$ cat config.mk
export PLATFORM = sky130hd
export DESIGN_NAME = encoder_tracker
export DESIGN_NICKNAME = d
export VERILOG_FILES = /design/src/rtl/encoder_pkg.sv /design/src/rtl/encoder_step_calc.sv /design/src/rtl/encoder_tracker.sv
export SDC_FILE = /design/constraint.sdc
export NUM_CORES = 1
export LEC_CHECK = 0
export ABC_AREA = 1
export BUFFER_PORTS_ARGS = -buffer_cell sky130_fd_sc_hd__buf_2
export CORE_MARGIN = 2
export CORE_UTILIZATION = 45
export DETAILED_ROUTE_END_ITERATION = 8
export GPL_TIMING_DRIVEN = 1
export SETUP_SLACK_MARGIN = 0.4
export SYNTH_ARGS = -nofsm -noshare
export SYNTH_HDL_FRONTEND = slang
export SYNTH_HIERARCHICAL = 1
export SYNTH_SLANG_ARGS = --single-unit
$ cat constraint.sdc
create_clock -name CLK_10MHZ -period 12.42 [get_ports CLK_10MHZ]
set_input_delay 2.484 -clock CLK_10MHZ [delete_from_list [all_inputs] [get_ports CLK_10MHZ]]
set_output_delay 2.484 -clock CLK_10MHZ [all_outputs]
set_load 0.1 [all_outputs]
$ cat src/rtl/encoder_pkg.sv
// Shared encoder definitions used by the tracker and the SPI reader.
package encoder_pkg;

  localparam int unsigned ENC_BITS         = 13;
  localparam int unsigned DEFAULT_MAX_STEP = 1024;

  typedef enum logic [1:0] {
    ST_IDLE = 2'd0,
    ST_CH1  = 2'd1,
    ST_CH2  = 2'd2,
    ST_DONE = 2'd3
  } state_e;

  typedef struct packed {
    logic [ENC_BITS-1:0] enc1;
    logic [ENC_BITS-1:0] enc2;
  } frame_t;

endpackage

$ cat src/rtl/encoder_step_calc.sv
// Wrap-aware signed step between two single-turn readings and plausibility test.
module encoder_step_calc
  import encoder_pkg::*;
(
  input  logic [ENC_BITS-1:0]        raw,
  input  logic [ENC_BITS-1:0]        prev,
  input  logic [ENC_BITS-1:0]        max_step,
  output logic signed [ENC_BITS-1:0] d,
  output logic                       accept
);

  logic [ENC_BITS-1:0] diff;
  logic [ENC_BITS-1:0] mag;

  // Modular difference, its magnitude (-4096 maps to 4096) and the limit check.
  always_comb begin
    diff   = raw - prev;
    mag    = diff[ENC_BITS-1] ? (ENC_BITS'(0) - diff) : diff;
    d      = $signed(diff);
    accept = (mag <= max_step);
  end

endmodule

$ cat src/rtl/encoder_tracker.sv
// Dual-channel multi-turn encoder tracker; channels share one step calculator.
module encoder_tracker
  import encoder_pkg::*;
#(
  parameter int unsigned MAX_STEP  = DEFAULT_MAX_STEP,
  parameter int unsigned TURN_BITS = 8
)(
  input  logic                          CLK_10MHZ,
  input  logic                          RESET_N,
  input  logic                          frame_done,
  input  logic [ENC_BITS-1:0]           enc1_data,
  input  logic [ENC_BITS-1:0]           enc2_data,
  input  logic                          clear_faults,
  output logic [TURN_BITS+ENC_BITS-1:0] enc1_pos,
  output logic [TURN_BITS+ENC_BITS-1:0] enc2_pos,
  output logic [ENC_BITS-1:0]           enc1_delta,
  output logic [ENC_BITS-1:0]           enc2_delta,
  output logic                          pos_valid,
  output logic                          enc1_fault,
  output logic                          enc2_fault,
  output logic                          overrun,
  output logic                          busy
);

  localparam int unsigned POS_W = TURN_BITS + ENC_BITS;

  state_e              state_q, state_d;
  frame_t              frame_q, frame_d;
  logic [ENC_BITS-1:0] prev1_q, prev1_d, prev2_q, prev2_d;
  logic [POS_W-1:0]    pos1_q, pos1_d, pos2_q, pos2_d;
  logic [ENC_BITS-1:0] delta1_q, delta1_d, delta2_q, delta2_d;
  logic                fault1_q, fault1_d, fault2_q, fault2_d;
  logic                overrun_q, overrun_d;
  logic                primed_q, primed_d;
  logic                pos_valid_q, pos_valid_d;
  logic                busy_q, busy_d;

  logic [ENC_BITS-1:0]        sel_raw, sel_prev;
  logic [POS_W-1:0]           sel_pos;
  logic signed [ENC_BITS-1:0] step_d;
  logic                       step_ok;
  logic [POS_W-1:0]           upd_pos;
  logic [ENC_BITS-1:0]        upd_prev, upd_delta;
  logic                       upd_fault;

  encoder_step_calc u_step (
    .raw      (sel_raw),
    .prev     (sel_prev),
    .max_step (ENC_BITS'(MAX_STEP)),
    .d        (step_d),
    .accept   (step_ok)
  );

  // Shared arithmetic path: select channel, then prime / accept / reject.
  always_comb begin
    sel_raw   = (state_q == ST_CH2) ? frame_q.enc2 : frame_q.enc1;
    sel_prev  = (state_q == ST_CH2) ? prev2_q : prev1_q;
    sel_pos   = (state_q == ST_CH2) ? pos2_q : pos1_q;
    upd_fault = 1'b0;
    if (!primed_q) begin
      upd_pos   = POS_W'(sel_raw);
      upd_prev  = sel_raw;
      upd_delta = '0;
    end else if (step_ok) begin
      upd_pos   = sel_pos + {{TURN_BITS{step_d[ENC_BITS-1]}}, $unsigned(step_d)};
      upd_prev  = sel_raw;
      upd_delta = $unsigned(step_d);
    end else begin
      upd_pos   = sel_pos;
      upd_prev  = sel_prev;
      upd_delta = '0;
      upd_fault = 1'b1;
    end
  end

  // Next-state sequencing, frame capture, channel updates and sticky flags.
  always_comb begin
    state_d     = state_q;
    frame_d     = frame_q;
    prev1_d     = prev1_q;
    prev2_d     = prev2_q;
    pos1_d      = pos1_q;
    pos2_d      = pos2_q;
    delta1_d    = delta1_q;
    delta2_d    = delta2_q;
    primed_d    = primed_q;
    fault1_d    = fault1_q & ~clear_faults;
    fault2_d    = fault2_q & ~clear_faults;
    overrun_d   = overrun_q & ~clear_faults;
    pos_valid_d = 1'b0;

    case (state_q)
      ST_IDLE: begin
        if (frame_done) begin
          frame_d.enc1 = enc1_data;
          frame_d.enc2 = enc2_data;
          state_d      = ST_CH1;
        end
      end
      ST_CH1: begin
        pos1_d   = upd_pos;
        prev1_d  = upd_prev;
        delta1_d = upd_delta;
        fault1_d = fault1_d | upd_fault;
        state_d  = ST_CH2;
      end
      ST_CH2: begin
        pos2_d      = upd_pos;
        prev2_d     = upd_prev;
        delta2_d    = upd_delta;
        fault2_d    = fault2_d | upd_fault;
        primed_d    = 1'b1;
        pos_valid_d = 1'b1;
        state_d     = ST_DONE;
      end
      default: state_d = ST_IDLE;
    endcase

    if (frame_done && (state_q != ST_IDLE)) overrun_d = 1'b1;
    busy_d = (state_d != ST_IDLE);
  end

  // State and datapath registers with synchronous active-low reset.
  always_ff @(posedge CLK_10MHZ) begin
    if (!RESET_N) begin
      state_q     <= ST_IDLE;
      frame_q     <= '0;
      prev1_q     <= '0;
      prev2_q     <= '0;
      pos1_q      <= '0;
      pos2_q      <= '0;
      delta1_q    <= '0;
      delta2_q    <= '0;
      fault1_q    <= 1'b0;
      fault2_q    <= 1'b0;
      overrun_q   <= 1'b0;
      primed_q    <= 1'b0;
      pos_valid_q <= 1'b0;
      busy_q      <= 1'b0;
    end else begin
      state_q     <= state_d;
      frame_q     <= frame_d;
      prev1_q     <= prev1_d;
      prev2_q     <= prev2_d;
      pos1_q      <= pos1_d;
      pos2_q      <= pos2_d;
      delta1_q    <= delta1_d;
      delta2_q    <= delta2_d;
      fault1_q    <= fault1_d;
      fault2_q    <= fault2_d;
      overrun_q   <= overrun_d;
      primed_q    <= primed_d;
      pos_valid_q <= pos_valid_d;
      busy_q      <= busy_d;
    end
  end

  assign enc1_pos   = pos1_q;
  assign enc2_pos   = pos2_q;
  assign enc1_delta = delta1_q;
  assign enc2_delta = delta2_q;
  assign pos_valid  = pos_valid_q;
  assign enc1_fault = fault1_q;
  assign enc2_fault = fault2_q;
  assign overrun    = overrun_q;
  assign busy       = busy_q;

endmodule

== After elaboration in Yosys (flattened, before gate mapping) ==
Cells that the tools add are included.
W data, S select, Z words.

* Bits in registers: 128
* Output and inout port bits: 73

* Add/sub/neg operators: 3
* $lt $le $gt $ge: 1
* Equal/unequal tests: 2
* Multiplexer cells: 18
* Bitwise gates (word level): 6
* Reductions and logical operators: 5

{| class="wikitable"
|+ Operator list
! cell !! number
|-
| $mux W13 || 7
|-
| $mux W21 || 3
|-
| $add A21 B21 Y21 || 1
|-
| $le A13 B11 Y1 const B || 1
|-
| $sub A1 B13 Y13 const A || 1
|-
| $sub A13 B13 Y13 || 1
|-
| $mux W1 || 6
|-
| $pmux W2 S3 || 1
|-
| $reduce_bool A2 Y1 || 2
|-
| $and A1 B1 Y1 || 3
|-
| $eq A2 B1 Y1 const B || 1
|-
| $eq A2 B2 Y1 const B || 1
|-
| $logic_not A2 Y1 || 1
|-
| $mux W2 || 1
|-
| $or A1 B1 Y1 || 2
|-
| $reduce_and A2 Y1 || 1
|-
| $logic_and A1 B1 Y1 || 1
|-
| $not A1 Y1 || 1
|}

== Depth between registers and ports, before layout ==
Gate-level depths: netlist of the first run.

* Word-level depth: 10
* Gate-level depth with buffers: 40

== Cells and area by module ==
Netlist of the first run, hierarchy kept.

{| class="wikitable"
|+ Modules (own cells, without submodules)
! module !! instances !! cells an instance !! area an instance (um^2)
|-
| encoder_tracker || 1 || 1122 || 7166.9
|-
| encoder_step_calc || 1 || 274 || 1492.7
|}

== Worst setup path before layout of the first run ==
Ideal clock, no wire load.

* Path type: register to register
* Start point: register state_q[0]
* End point: register pos1_q[0] (netlist: enc1_pos[0])
* Library setup time: 86 ps
* Data arrival time: 4540 ps
* Data required time: 12334 ps
* Setup slack: 7794 ps
* Stages on the path, launching flop included: 35
* Path buffers: 5
* Period minus slack after synthesis: 4626 ps
* Cells stage by stage: dfxtp_1 inv_1 ha_1 buf_6 buf_6 buf_6 nand2_1 nand2_2 inv_1 ha_1 inv_1 fa_1 nand2_1 nand2_2 nand3_2 nand2_2 nand2_2 nand2_4 xnor2_2 buf_6 nand3_1 nand2_1 inv_1 ha_1 nand2_1 nor2_1 nand3_1 o31ai_1 nand2_1 inv_1 buf_2 nand2_1 nand3_1 nor2_1 a211oi_1

* Word-level cells in the longest chain between the ends: 8
* Elaborated cells on any way between the ends: 12
* Classes of those cells: add/sub (3); order compare (1); eq/ne (2); mux (6)

{| class="wikitable"
|+ Ends and longest elaborated chain
! item !! RTL line !! text
|-
| from (decl) || encoder_tracker.sv:27 || <nowiki>state_e state_q, state_d;</nowiki>
|-
| from (signal assigned) || encoder_tracker.sv:141 || <nowiki>state_q <= state_d;</nowiki>
|-
| $eq A2 B2 Y1 (*) || encoder_tracker.sv:56 || <nowiki>sel_raw = (state_q == ST_CH2) ? frame_q.enc2 : frame_q.enc1;</nowiki>
|-
| $mux W13 (*) || encoder_tracker.sv:56 ||
|-
| net sel_raw[0] || encoder_tracker.sv:38 || <nowiki>logic [ENC_BITS-1:0] sel_raw, sel_prev;</nowiki>
|-
| $sub A13 B13 Y13 (*) || encoder_step_calc.sv:17 || <nowiki>diff = raw - prev;</nowiki>
|-
| net step_d[12] || encoder_tracker.sv:40 || <nowiki>logic signed [ENC_BITS-1:0] step_d;</nowiki>
|-
| $sub A1 B13 Y13 || encoder_step_calc.sv:18 || <nowiki>mag = diff[ENC_BITS-1] ? (ENC_BITS'(0) - diff) : diff;</nowiki>
|-
| $mux W13 (*) || encoder_step_calc.sv:18 ||
|-
| $le A13 B11 Y1 (*) || encoder_step_calc.sv:20 || <nowiki>accept = (mag <= max_step);</nowiki>
|-
| net step_ok || encoder_tracker.sv:41 || <nowiki>logic step_ok;</nowiki>
|-
| $mux W21 (*) || encoder_tracker.sv:64 || <nowiki>end else if (step_ok) begin</nowiki>
|-
| $mux W21 (*) || encoder_tracker.sv:60 || <nowiki>if (!primed_q) begin</nowiki>
|-
| to (signal assigned) || encoder_tracker.sv:145 || <nowiki>pos1_q <= pos1_d;</nowiki>
|-
| to (decl) || encoder_tracker.sv:30 || <nowiki>logic [POS_W-1:0] pos1_q, pos1_d, pos2_q, pos2_d;</nowiki>
|}

The timed path passes the listed nets; every way through them passes the cells marked *.
A chain may end at the register's enable or synchronous reset.

== Final worst setup path of the first run ==
* Start point: register state_q[0]
* End point: register pos2_q[3] (netlist: enc2_pos[3])

* Word-level cells in the longest chain between the ends: 8
* Elaborated cells on any way between the ends: 11
* Classes of those cells: add/sub (3); order compare (1); eq/ne (1); mux (6)

{| class="wikitable"
|+ Ends and longest elaborated chain
! item !! RTL line !! text
|-
| $eq A2 B2 Y1 (*) || encoder_tracker.sv:56 ||
|-
| $mux W13 (*) || encoder_tracker.sv:56 ||
|-
| net sel_raw[0] || encoder_tracker.sv:38 ||
|-
| $sub A13 B13 Y13 (*) || encoder_step_calc.sv:17 ||
|-
| net step_d[12] || encoder_tracker.sv:40 ||
|-
| $sub A1 B13 Y13 || encoder_step_calc.sv:18 ||
|-
| $mux W13 (*) || encoder_step_calc.sv:18 ||
|-
| $le A13 B11 Y1 (*) || encoder_step_calc.sv:20 ||
|-
| net step_ok || encoder_tracker.sv:41 ||
|-
| $mux W21 (*) || encoder_tracker.sv:64 ||
|-
| $mux W21 (*) || encoder_tracker.sv:60 ||
|-
| to (signal assigned) || encoder_tracker.sv:146 || <nowiki>pos2_q <= pos2_d;</nowiki>
|-
| to (decl) || encoder_tracker.sv:30 ||
|}

Marks and branches as above.

==> impl_metrics.csv, run 1 <==
group,metric,value,unit
clocking,cts_made_buffers,17,
hold_path,hold_start,"enc1_fault",
logic_synthesis,yosys_register_bits,128,
timing,maxSlewHeadroom,20.90,%
clocking,insertion_delay,420,ps
worst_setup_path,worstSetupStartpointType,"flip-flop",
timing,unrepaired_setup_endpoints_after_global_routing,"false",
timing,finalWorstPathRequiredPeriod,7359,ps
worst_setup_path,reg2reg_slack,5060,ps
logic_synthesis,synth_area,8660,um2
detailed_routing,drc,0,
clocking,clk_root_buffer_cell,"clkbuf_16",
detailed_routing,wire_per_inst,13.76,um
timing,final_max_slew_viol_count,0,
worst_setup_path,r2r_end,"enc2_pos[3]",
global_route,grt-ovfl-total,0,
detailed_routing,initialDrtViolationCount,591,
layout,diodes,0,
worst_setup_path,path_max_fanout,62,
worst_setup_path,worstRegToRegCells,33,
clocking,cts.repair.resized,0,
logic_synthesis,syn-instance-count,1396,
timing,fmaxAchievable,135.9,MHz
layout,regArea,2562,um2
logic_synthesis,yosysUniqueCellTypes,43,
worst_setup_path,timing.critical_path.required,12790,ps
layout,design_area,9849,um2
timing,clock_skew,8.730,ps
detailed_routing,drt_wl_total,23720,um
global_route,grt_max_degree,81,
logic_synthesis,synth_top_area_share,29.59,%
global_route,grt.total_usage,23.91,%
logic_synthesis,yosysWarningCount,6,
clocking,cts.clk_slew.worst_paths,70,ps
die,chipWidth,142.7,um
placement,buffer_ports.inserted,102,
logic_synthesis,synth_area_leader_cell,"dfxtp_1",
worst_setup_path,cpMostUsedCell,"nand2_1",
timing,worst_pin_slew,1181,ps
die,floorplan.die.height,142.7,um
placement,place_hpwl,17810,um
detailed_routing,vias_per_cell,4.940,
placement,dpl_cell_area,9264,um2
hold_path,min_delay_path_class,"flip-flop to flip-flop",
job,max_cap_violations,0,
layout,drive_above_1_share,13.02,%
clocking,total_of_hold_buffers_inserted_after_clock_tree_synthesis,0,
outcome,status,"finished, final reports clean",
clocking,tritoncts_clock_tree,"built",
layout,multi_input_comb_area,4975,um2
worst_setup_path,cp_slowest_stage_delay,890,ps
logic_synthesis,syn_avg_cell_area,6.203,um2
timing,setup_viol,0,
clocking,cts.repair_timing.setup_buffer_count,0,
worst_setup_path,cpLargestDelayFamily,"simple AND/OR/NAND/NOR gates",
worst_setup_path,r2r-start,"state_q[0]",
clocking,htree_levels,4,
clocking,cts_num_sinks,128,
worst_setup_path,end_kind,"flip-flop",
timing,post-route-period-util,59.25,%
detailed_routing,drt_first_pass_iters,5,
timing,timing.setup.tns,0,ps
die,floorplan.core_area,18770,um2
worst_setup_path,crit_path_top_delay_cell,"xnor2_2",
logic_synthesis,synth.area.top_cells,"dfxtp_1, nand2_1, inv_1",
placement,routabilityCongestion,0.9240,
global_route,number_of_antenna_violations_at_the_first_check_in_global_routing,0,
layout,n_fill_cell,1922,
hold_path,min_path_cells,2,
worst_setup_path,crit_arrival,7720,ps
hold_path,hold_path_end,"enc1_fault",
die,placement_rows,50,
clocking,cts-root-to-sink-buffers,2,
timing,hold_violations,0,
logic_synthesis,seq_area_frac_synth,29.59,%
global_route,first_global_vias,7613,
layout,design.final.nets,1559,
worst_setup_path,worst-path-buf-inv,7,
die,fp.dieArea,20370,um2
worst_setup_path,criticalPathCategory,"flip-flop to flip-flop",
global_route,grt_pass1_wl,38350,um
die,initial_utilization,46.14,%
detailed_routing,postRouteAntennaNets,0,
layout,areaGrowthSynthToFinish,13.74,%
detailed_routing,route.vias.total,8517,
die,num_io_pins,103,
[cell usage after synthesis (all sizes together)]
| master | n |
|---|---|
| o211ai | 1 |
| a21oi | 79 |
| a22o | 5 |
| or2 | 1 |
| fa | 2 |
| o21ai | 144 |
| nand3b | 8 |
| nand2 | 345 |
| clkbuf | 26 |
| o21bai | 5 |
| inv | 233 |
| xnor2 | 2 |
| nor2 | 206 |
| nand4 | 10 |
| xor2 | 10 |
| nand3 | 88 |
| a21o | 2 |
| o31ai | 1 |
| buf | 31 |
| o221ai | 1 |
| and2 | 2 |
| clkinv | 1 |
| conb | 2 |
| dfxtp | 128 |
| nor3 | 8 |
| a31oi | 2 |
| a211oi | 3 |
| ha | 50 |
[stage by stage]
step / utilization (%) / setup WS, ps / std cells / hold slack [ps]
after floorplan: - / 7794 / 1407 / 454.9
after global placement: 49.36 / 5214 / 1692 / 456.0
after detailed placement: 49.36 / 4972 / 1692 / 461.7
after CTS: 52.48 / 4949 / 1724 / 472.4
after global routing: 52.48 / 4209 / 1724 / 503.1
final: 52.48 / 5061 / 1724 / 470.3
[placed cells by master (no fill, tap or decap), types with 2 or more instances in the layout]
master	count
nor2_1	200
and2_4	2
nand2_2	18
ha_1	48
o21bai_1	5
a22o_1	5
nor2_2	4
inv_2	8
clkinv_4	3
nand2_1	326
nand3b_1	8
dfxtp_1	128
a21o_1	2
conb_1	13
o21ai_0	121
clkbuf_16	17
fa_1	2
clkinvlp_4	2
inv_8	2
a211oi_1	3
nand3_2	9
inv_1	225
nor3_1	8
xor2_2	2
nand3_1	79
buf_4	6
nand4_1	10
nor2_4	2
xor2_1	8
inv_6	6
a21oi_1	78
o21ai_1	22
buf_2	102
[worst min-delay path: stages (launching register included)]
cell	delay (ps)
dfxtp_1	310
nand2_1	60
a21oi_1	50
[cell families (layout without fill, tap and decap cells)]
group / Yosys count / after routing / share of synthesized area (%)
AO/OA/AOI/OAI: 243 / 243 / 15.01
XOR/XNOR: 12 / 12 / 1.474
buffers and inverters: 291 / 374 / 13.61
adder cells (fa/ha/maj): 52 / 52 / 7.687
other: 2 / 13 / 0.08673
AND/OR/NAND/NOR: 668 / 668 / 32.54
flip-flops: 128 / 128 / 29.59
[per-layer routing]
metal / GRT usage (%) / routed length [um] / up-vias
met5: 0 / 0 / -
met4: 6.774 / 383 / 0
met3: 4.762 / 1345 / 28
met2: 38.16 / 10520 / 221
met1: 32.84 / 11470 / 3748
li1: - / - / 4520
[state kept, by name, summed over array words and instances, names as in the netlist]
register,count
enc1_fault,1
prev2_q,13
frame_q,26
enc1_delta,13
overrun,1
primed_q,1
state_q,2
pos_valid,1
enc1_pos,21
enc2_fault,1
enc2_delta,13
enc2_pos,21
busy,1
prev1_q,13
[layout make-up]
cell class | count | share of cell area (%)
multi-input cells | 988 | 50.51
repair buffers | 108 | 5.640
clock buffers | 18 | 4.459
clock inverters | 14 | 1.486
flip-flops and latches | 128 | 26.02
well taps | 234 | 2.973
inverters | 234 | 8.918
[worst max-delay path by stage]
stage	startpoint	endpoint	depth (start not counted)
floorplan	state_q[0]	enc1_pos[0]	34
CTS	state_q[0]	enc2_pos[3]	33
global placement	state_q[0]	enc2_pos[3]	31
global route	state_q[0]	enc2_pos[3]	33
finish	state_q[0]	enc2_pos[3]	33
detailed placement	state_q[0]	enc2_pos[3]	33
Power of run 1 is left out: the tool's default activity adds up to more than one toggle a clock period on the data nets, which glitch-free logic cannot reach.
==> run 2, diff against run 1 <==
--- a/config.mk
+++ b/config.mk
@@ -5,7 +5,7 @@
 export SDC_FILE = /design/constraint.sdc
 export NUM_CORES = 1
 export LEC_CHECK = 0
-export ABC_AREA = 1
+export ABC_AREA = 0
 export BUFFER_PORTS_ARGS = -buffer_cell sky130_fd_sc_hd__buf_2
 export CORE_MARGIN = 2
 export CORE_UTILIZATION = 45
==> constraint.sdc (replaced) <==
create_clock -name CLK_10MHZ -period 7.26 [get_ports CLK_10MHZ]
set_input_delay 1.452 -clock CLK_10MHZ [delete_from_list [all_inputs] [get_ports CLK_10MHZ]]
set_output_delay 1.452 -clock CLK_10MHZ [all_outputs]
set_load 0.1 [all_outputs]
==> impl_metrics.csv, run 2 <==
group,metric,value,unit
clocking,total_of_hold_buffers_inserted_after_clock_tree_synthesis,0,
global_route,first_global_vias,6458,
clocking,insertion_delay,430,ps
layout,largest_register,"frame_q",
logic_synthesis,synth.top_cells.by_count,"nand2_1, dfxtp_1, a21oi_1, nor2_1, o21ai_0",
outcome,status,"finished, final reports clean",
die,floorplan.core_area,17240,um2
detailed_routing,vias_per_cell,5.445,
logic_synthesis,synth_most_common_cell,"nand2_1",
detailed_routing,drt_wl_total,21670,um
layout,drive_above_1_share,20.47,%
placement,place_hpwl,15540,um
logic_synthesis,yosysUniqueCellTypes,72,
job,max_cap_violations,0,
worst_setup_path,cpMostUsedCell,"inv_1",
die,num_io_pins,103,
logic_synthesis,synthArstFlopShare,0,%
worst_setup_path,cp_slowest_stage_delay,500,ps
layout,number_of_flip_flops_under_the_largest_register_name,26,
hold_path,hold_start,"frame_q[3]",
clocking,cts-root-to-sink-buffers,2,
worst_setup_path,end_kind,"flip-flop",
placement,routabilityCongestion,0.8806,
worst_setup_path,worstSetupStartpointType,"flip-flop",
hold_path,min_delay_path_class,"flip-flop to flip-flop",
placement,buffer_ports.inserted,102,
clocking,htree_levels,4,
logic_synthesis,synth-edff-count,0,
clocking,cts_made_buffers,17,
die,fp.dieArea,18600,um2
die,placement_rows,48,
logic_synthesis,synth_top_area_share,32.49,%
worst_setup_path,r2r-start,"state_q[0]",
die,chipWidth,136.4,um
timing,setup_viol,0,
detailed_routing,drc,0,
timing,hold_violations,0,
global_route,grt.total_usage,23.90,%
global_route,grt_max_degree,57,
timing,clock_skew,14.17,ps
logic_synthesis,synth_area_leader_cell,"dfxtp_1",
layout,areaGrowthSynthToFinish,16.96,%
timing,final_max_slew_viol_count,0,
worst_setup_path,path_max_fanout,39,
detailed_routing,drt_first_pass_iters,5,
detailed_routing,wire_per_inst,16.36,um
global_route,grt-ovfl-total,0,
layout,most-common-layout-cells,"nand2_1, dfxtp_1, a21oi_1",
worst_setup_path,criticalPathCategory,"flip-flop to flip-flop",
clocking,cts_num_sinks,128,
layout,final_core_utilization,53.51,%
worst_setup_path,worstRegToRegCells,26,
placement,dpl_cell_area,8596,um2
die,initial_utilization,45.75,%
global_route,grt_pass1_wl,34620,um
hold_path,hold_path_end,"frame_q[3]",
logic_synthesis,yosysWarningCount,6,
detailed_routing,postRouteAntennaNets,0,
logic_synthesis,syn-instance-count,996,
clocking,clk_root_buffer_cell,"clkbuf_16",
worst_setup_path,timing.critical_path.required,7620,ps
timing,setup_slack,926.2,ps
detailed_routing,initialDrtViolationCount,506,
placement,placement.setup.worst_slack,822.8,ps
layout,diodes,0,
timing,unrepaired_setup_endpoints_after_global_routing,"false",
worst_setup_path,reg2reg_slack,930,ps
timing,finalWorstPathRequiredPeriod,6334,ps
worst_setup_path,r2r_end,"enc1_pos[4]",
timing,worst_pin_slew,860.5,ps
hold_path,min_path_cells,2,
detailed_routing,route.vias.total,7209,
layout,design.final.nets,1168,
worst_setup_path,crit_arrival,6700,ps
timing,post-route-period-util,87.24,%
logic_synthesis,yosys_register_bits,128,
global_route,number_of_antenna_violations_at_the_first_check_in_global_routing,0,
timing,fmaxAchievable,157.9,MHz
logic_synthesis,synth.area.top_cells,"dfxtp_1, ha_1, nand2_1",
logic_synthesis,synth_top_flop_cell,"dfxtp_1",
layout,design_area,9224,um2
die,floorplan.die.height,136.4,um
worst_setup_path,crit_path_top_delay_cell,"o31ai_1",
timing,maxSlewHeadroom,42.50,%
clocking,tritoncts_clock_tree,"built",
clocking,cts.clk_slew.worst_paths,60,ps
logic_synthesis,synth_area,7886,um2
layout,most_common_cell_after_layout_fill_and_taps_aside,"nand2_1",
logic_synthesis,seq_area_frac_synth,32.49,%
timing,timing.setup.tns,0,ps
logic_synthesis,syn_avg_cell_area,7.918,um2
## run 2: cell count changes in the layout (fill, tap and decap cells not counted), moves of 19 or more
cell and change:
nand2b_1 +20, nand3_1 -38, inv_1 -176, nor2_1 -122, o21ai_0 -68, a31oi_1 +21, xnor2_1 +19, o21ai_1 -22
mux2_2 +47, a21oi_1 +29, nand2_1 -183
## run 2: layout make-up
cell class / count / area (um2)
clock buffer: 17 / 425.4
clock inverter: 15 / 195.2
fill: 1688 / 8013
tap: 225 / 281.5
sequential: 128 / 2562
timing repair buffer: 119 / 638.1
inverter: 52 / 195.2
multi-input combinational: 768 / 4926
## run 2: worst max-delay path: cells and delay by family (launching register included)
| kind | cells | cell delay [ps] |
|---|---|---|
| DFF | 1 | 330 |
| AOI/OAI and AO/OA | 8 | 2060 |
| muxes | 2 | 520 |
| and+or+nand+nor | 6 | 1290 |
| adders and majority gates | 4 | 1250 |
| xor gates and xnor gates | 2 | 280 |
| buffers and inverters | 4 | 480 |
## run 2: what timing repair did
item | in CTS | in global routing
gates resized for setup | 0 | 1
buffers inserted | 0 | 0
endpoints found under the setup margin | 0 | 11
## run 2: logic make-up (layout without fill, tap and decap cells)
family | count (synthesis) | after routing | share of synthesized area (%)
other | 2 | 13 | 0.09523
multiplexers | 65 | 65 | 8.996
adder cells (fa/ha/maj) | 52 | 52 | 8.440
buffers and inverters | 111 | 203 | 5.854
AND/OR/NAND/NOR | 351 | 351 | 20.37
flip-flops | 128 | 128 | 32.49
AO/OA/AOI/OAI | 254 | 254 | 19.99
XOR/XNOR | 33 | 33 | 3.760
## run 2: worst max-delay path by stage
stage / endpoint / slack, ps / startpoint
3_3_place_gp: enc1_pos[4] / 910 / state_q[0]
3_5_place_dp: enc1_pos[4] / 820 / state_q[0]
6_report: enc1_pos[4] / 930 / state_q[0]
5_1_grt: enc1_pos[4] / 560 / state_q[0]
4_1_cts: enc1_pos[4] / 790 / state_q[0]
2_1_floorplan: prev2_q[10] / 1080 / state_q[0]
## run 2: metal layers
metal	up-vias	track usage (%)	share of wire [%]
met4	0	7.118	1.7
met2	183	35.46	44
met3	27	3.803	4.9
met1	3340	35.41	50
met5	-	0	0
li1	3659	-	-
## run 2: per-stage QoR
step,cells,hold slack (ps)
2_1_floorplan,1007,432.9
3_3_place_gp,1292,441.6
3_5_place_dp,1292,446.8
4_1_cts,1324,456.2
5_1_grt,1324,471.6
6_report,1324,451.7
Power of run 2 is left out for the same reason.
==> run 3, diff against run 2 <==
--- a/config.mk
+++ b/config.mk
@@ -11,6 +11,7 @@
 export CORE_UTILIZATION = 45
 export DETAILED_ROUTE_END_ITERATION = 8
 export GPL_TIMING_DRIVEN = 1
+export PLACE_DENSITY_LB_ADDON = 0.08
 export SETUP_SLACK_MARGIN = 0.4
 export SYNTH_ARGS = -nofsm -noshare
 export SYNTH_HDL_FRONTEND = slang
==> impl_metrics.csv, run 3 (synthesis gave the netlist of run 2 again) <==
group,metric,value,unit
outcome,status,"finished, final reports clean",
worst_setup_path,cp-startpoint,"state_q[0]",
clocking,cts_made_buffers,17,
timing,fmaxAchievable,159.8,MHz
detailed_routing,route.vias.total,7095,
worst_setup_path,criticalPathCategory,"flip-flop to flip-flop",
job,max_cap_violations,0,
detailed_routing,wire_per_inst,16.40,um
worst_setup_path,end_kind,"flip-flop",
detailed_routing,initialDrtViolationCount,585,
worst_setup_path,cpLargestDelayFamily,"simple AND/OR/NAND/NOR gates",
die,num_io_pins,103,
worst_setup_path,crit_path_top_delay_cell,"fa_1",
timing,maxSlewHeadroom,34.11,%
hold_path,hold_path_end,"frame_q[19]",
global_route,number_of_antenna_violations_at_the_first_check_in_global_routing,0,
die,floorplan.die.height,136.4,um
global_route,met2_usage,36.66,%
clocking,cts.clk_slew.worst_paths,60,ps
worst_setup_path,worst-path-buf-inv,6,
timing,worst_pin_slew,987.0,ps
worst_setup_path,r2r-start,"state_q[0]",
placement,routabilityCongestion,0.8898,
layout,most_common_cell_after_layout_fill_and_taps_aside,"nand2_1",
timing,finalWorstPathRequiredPeriod,6258,ps
global_route,grt_max_degree,59,
hold_path,hold_start,"frame_q[19]",
timing,final_max_slew_viol_count,0,
die,floorplan.core_area,17240,um2
layout,non_filler_cells_in_the_finished_layout,1323,
timing,timing.setup.tns,0,ps
timing,clock_skew,12.55,ps
clocking,cts-root-to-sink-buffers,2,
worst_setup_path,path_max_fanout,27,
clocking,clk_root_buffer_cell,"clkbuf_16",
clocking,htree_levels,4,
global_route,grt.total_usage,23.93,%
detailed_routing,drt_first_pass_iters,5,
global_route,met1_usage_grt,33.69,%
layout,largest_register,"frame_q",
detailed_routing,vias_per_cell,5.363,
die,chipWidth,136.4,um
layout,number_of_flip_flops_under_the_largest_register_name,26,
worst_setup_path,worstRegToRegCells,26,
placement,dp.cells,1290,
timing,hold_violations,0,
die,placement_rows,48,
layout,diodes,0,
worst_setup_path,reg2reg_slack,1000,ps
layout,final_core_utilization,53.34,%
die,initial_utilization,45.75,%
hold_path,min_delay_path_class,"flip-flop to flip-flop",
clocking,cts_num_sinks,128,
detailed_routing,drc,0,
placement,place_hpwl,15300,um
timing,setup_viol,0,
hold_path,min_path_cells,2,
global_route,grt_pass1_wl,34670,um
global_route,grt-ovfl-total,0,
clocking,tritoncts_clock_tree,"built",
worst_setup_path,crit_arrival,6600,ps
timing,post-route-period-util,86.20,%
global_route,busiest_layer,"met2",
placement,buffer_ports.inserted,102,
layout,most-common-layout-cells,"nand2_1, dfxtp_1, a21oi_1",
worst_setup_path,r2r_end,"prev1_q[10]",
detailed_routing,drt_wl_total,21700,um
clocking,insertion_delay,430,ps
layout,design.final.nets,1167,
die,fp.dieArea,18600,um2
detailed_routing,postRouteAntennaNets,0,
global_route,global_route.usage.met3,4.735,%
worst_setup_path,timing.critical_path.required,7600,ps
timing,unrepaired_setup_endpoints_after_global_routing,"false",
global_route,first_global_vias,6733,
layout,drive_above_1_share,20.40,%
worst_setup_path,worstSetupStartpointType,"flip-flop",
layout,areaGrowthSynthToFinish,16.58,%
worst_setup_path,cp_slowest_stage_delay,520,ps
run 3: repair_timing:
action,4_1_cts,5_1_grt
setup buffers,0,1
endpoints found under the setup margin,0,56
resized for setup,0,3
hold buffers,0,0
run 3: worst reg2reg max path: stages, from the launching register on:
cell       delay [ps]
dfxtp_1           330
inv_1             110
ha_4              320
buf_4             340
mux2_2            390
ha_1              190
inv_1              70
fa_1              520
inv_1             140
ha_1              180
nand2_1            70
or3_1             400
or3_4             420
nand2_1            90
xnor2_1           120
ha_1              250
and4_1            210
a2111oi_0         390
o211ai_1          150
o2111ai_1         120
a21o_1            170
inv_2             160
nand2_1           190
buf_4             310
nor2_1             70
or3_1             300
a21oi_1           160
run 3: how the worst max path moves through the flow:
| stage | end | depth (start not counted) |
|---|---|---|
| detailed placement | enc2_pos[18] | 25 |
| global placement | enc2_pos[19] | 24 |
| floorplan | prev2_q[10] | 30 |
| finish | prev1_q[10] | 26 |
| CTS | enc2_pos[18] | 25 |
| global route | prev1_q[3] | 26 |
run 3: cell type report:
cell class,instances,area (um2)
clock buffer,19,442.9
clock inverter,13,131.4
fill,1673,8043
inverter,52,195.2
multi-input combinational,768,4933
sequential,128,2562
tap,225,281.5
timing repair buffer,118,646.9
run 3: per-stage QoR:
step           worst slack, ps  hold WS [ps]  area [um2]
5_1_grt                  534.3         471.4        9194
3_5_place_dp             758.0         444.3        8593
2_1_floorplan             1080         432.9        7928
3_3_place_gp             942.2         441.6        8593
6_report                  1002         448.4        9194
4_1_cts                  752.7         453.1        9168
run 3: metal layers:
| layer | routed length, um | part of all wire (%) | vias up |
|---|---|---|---|
| li1 | - | - | 3652 |
| met1 | 10860 | 50 | 3262 |
| met2 | 9670 | 45 | 154 |
| met3 | 806 | 3.7 | 27 |
| met4 | 364 | 1.7 | 0 |
| met5 | 0 | 0 | - |
Power of run 3 is left out for the same reason.
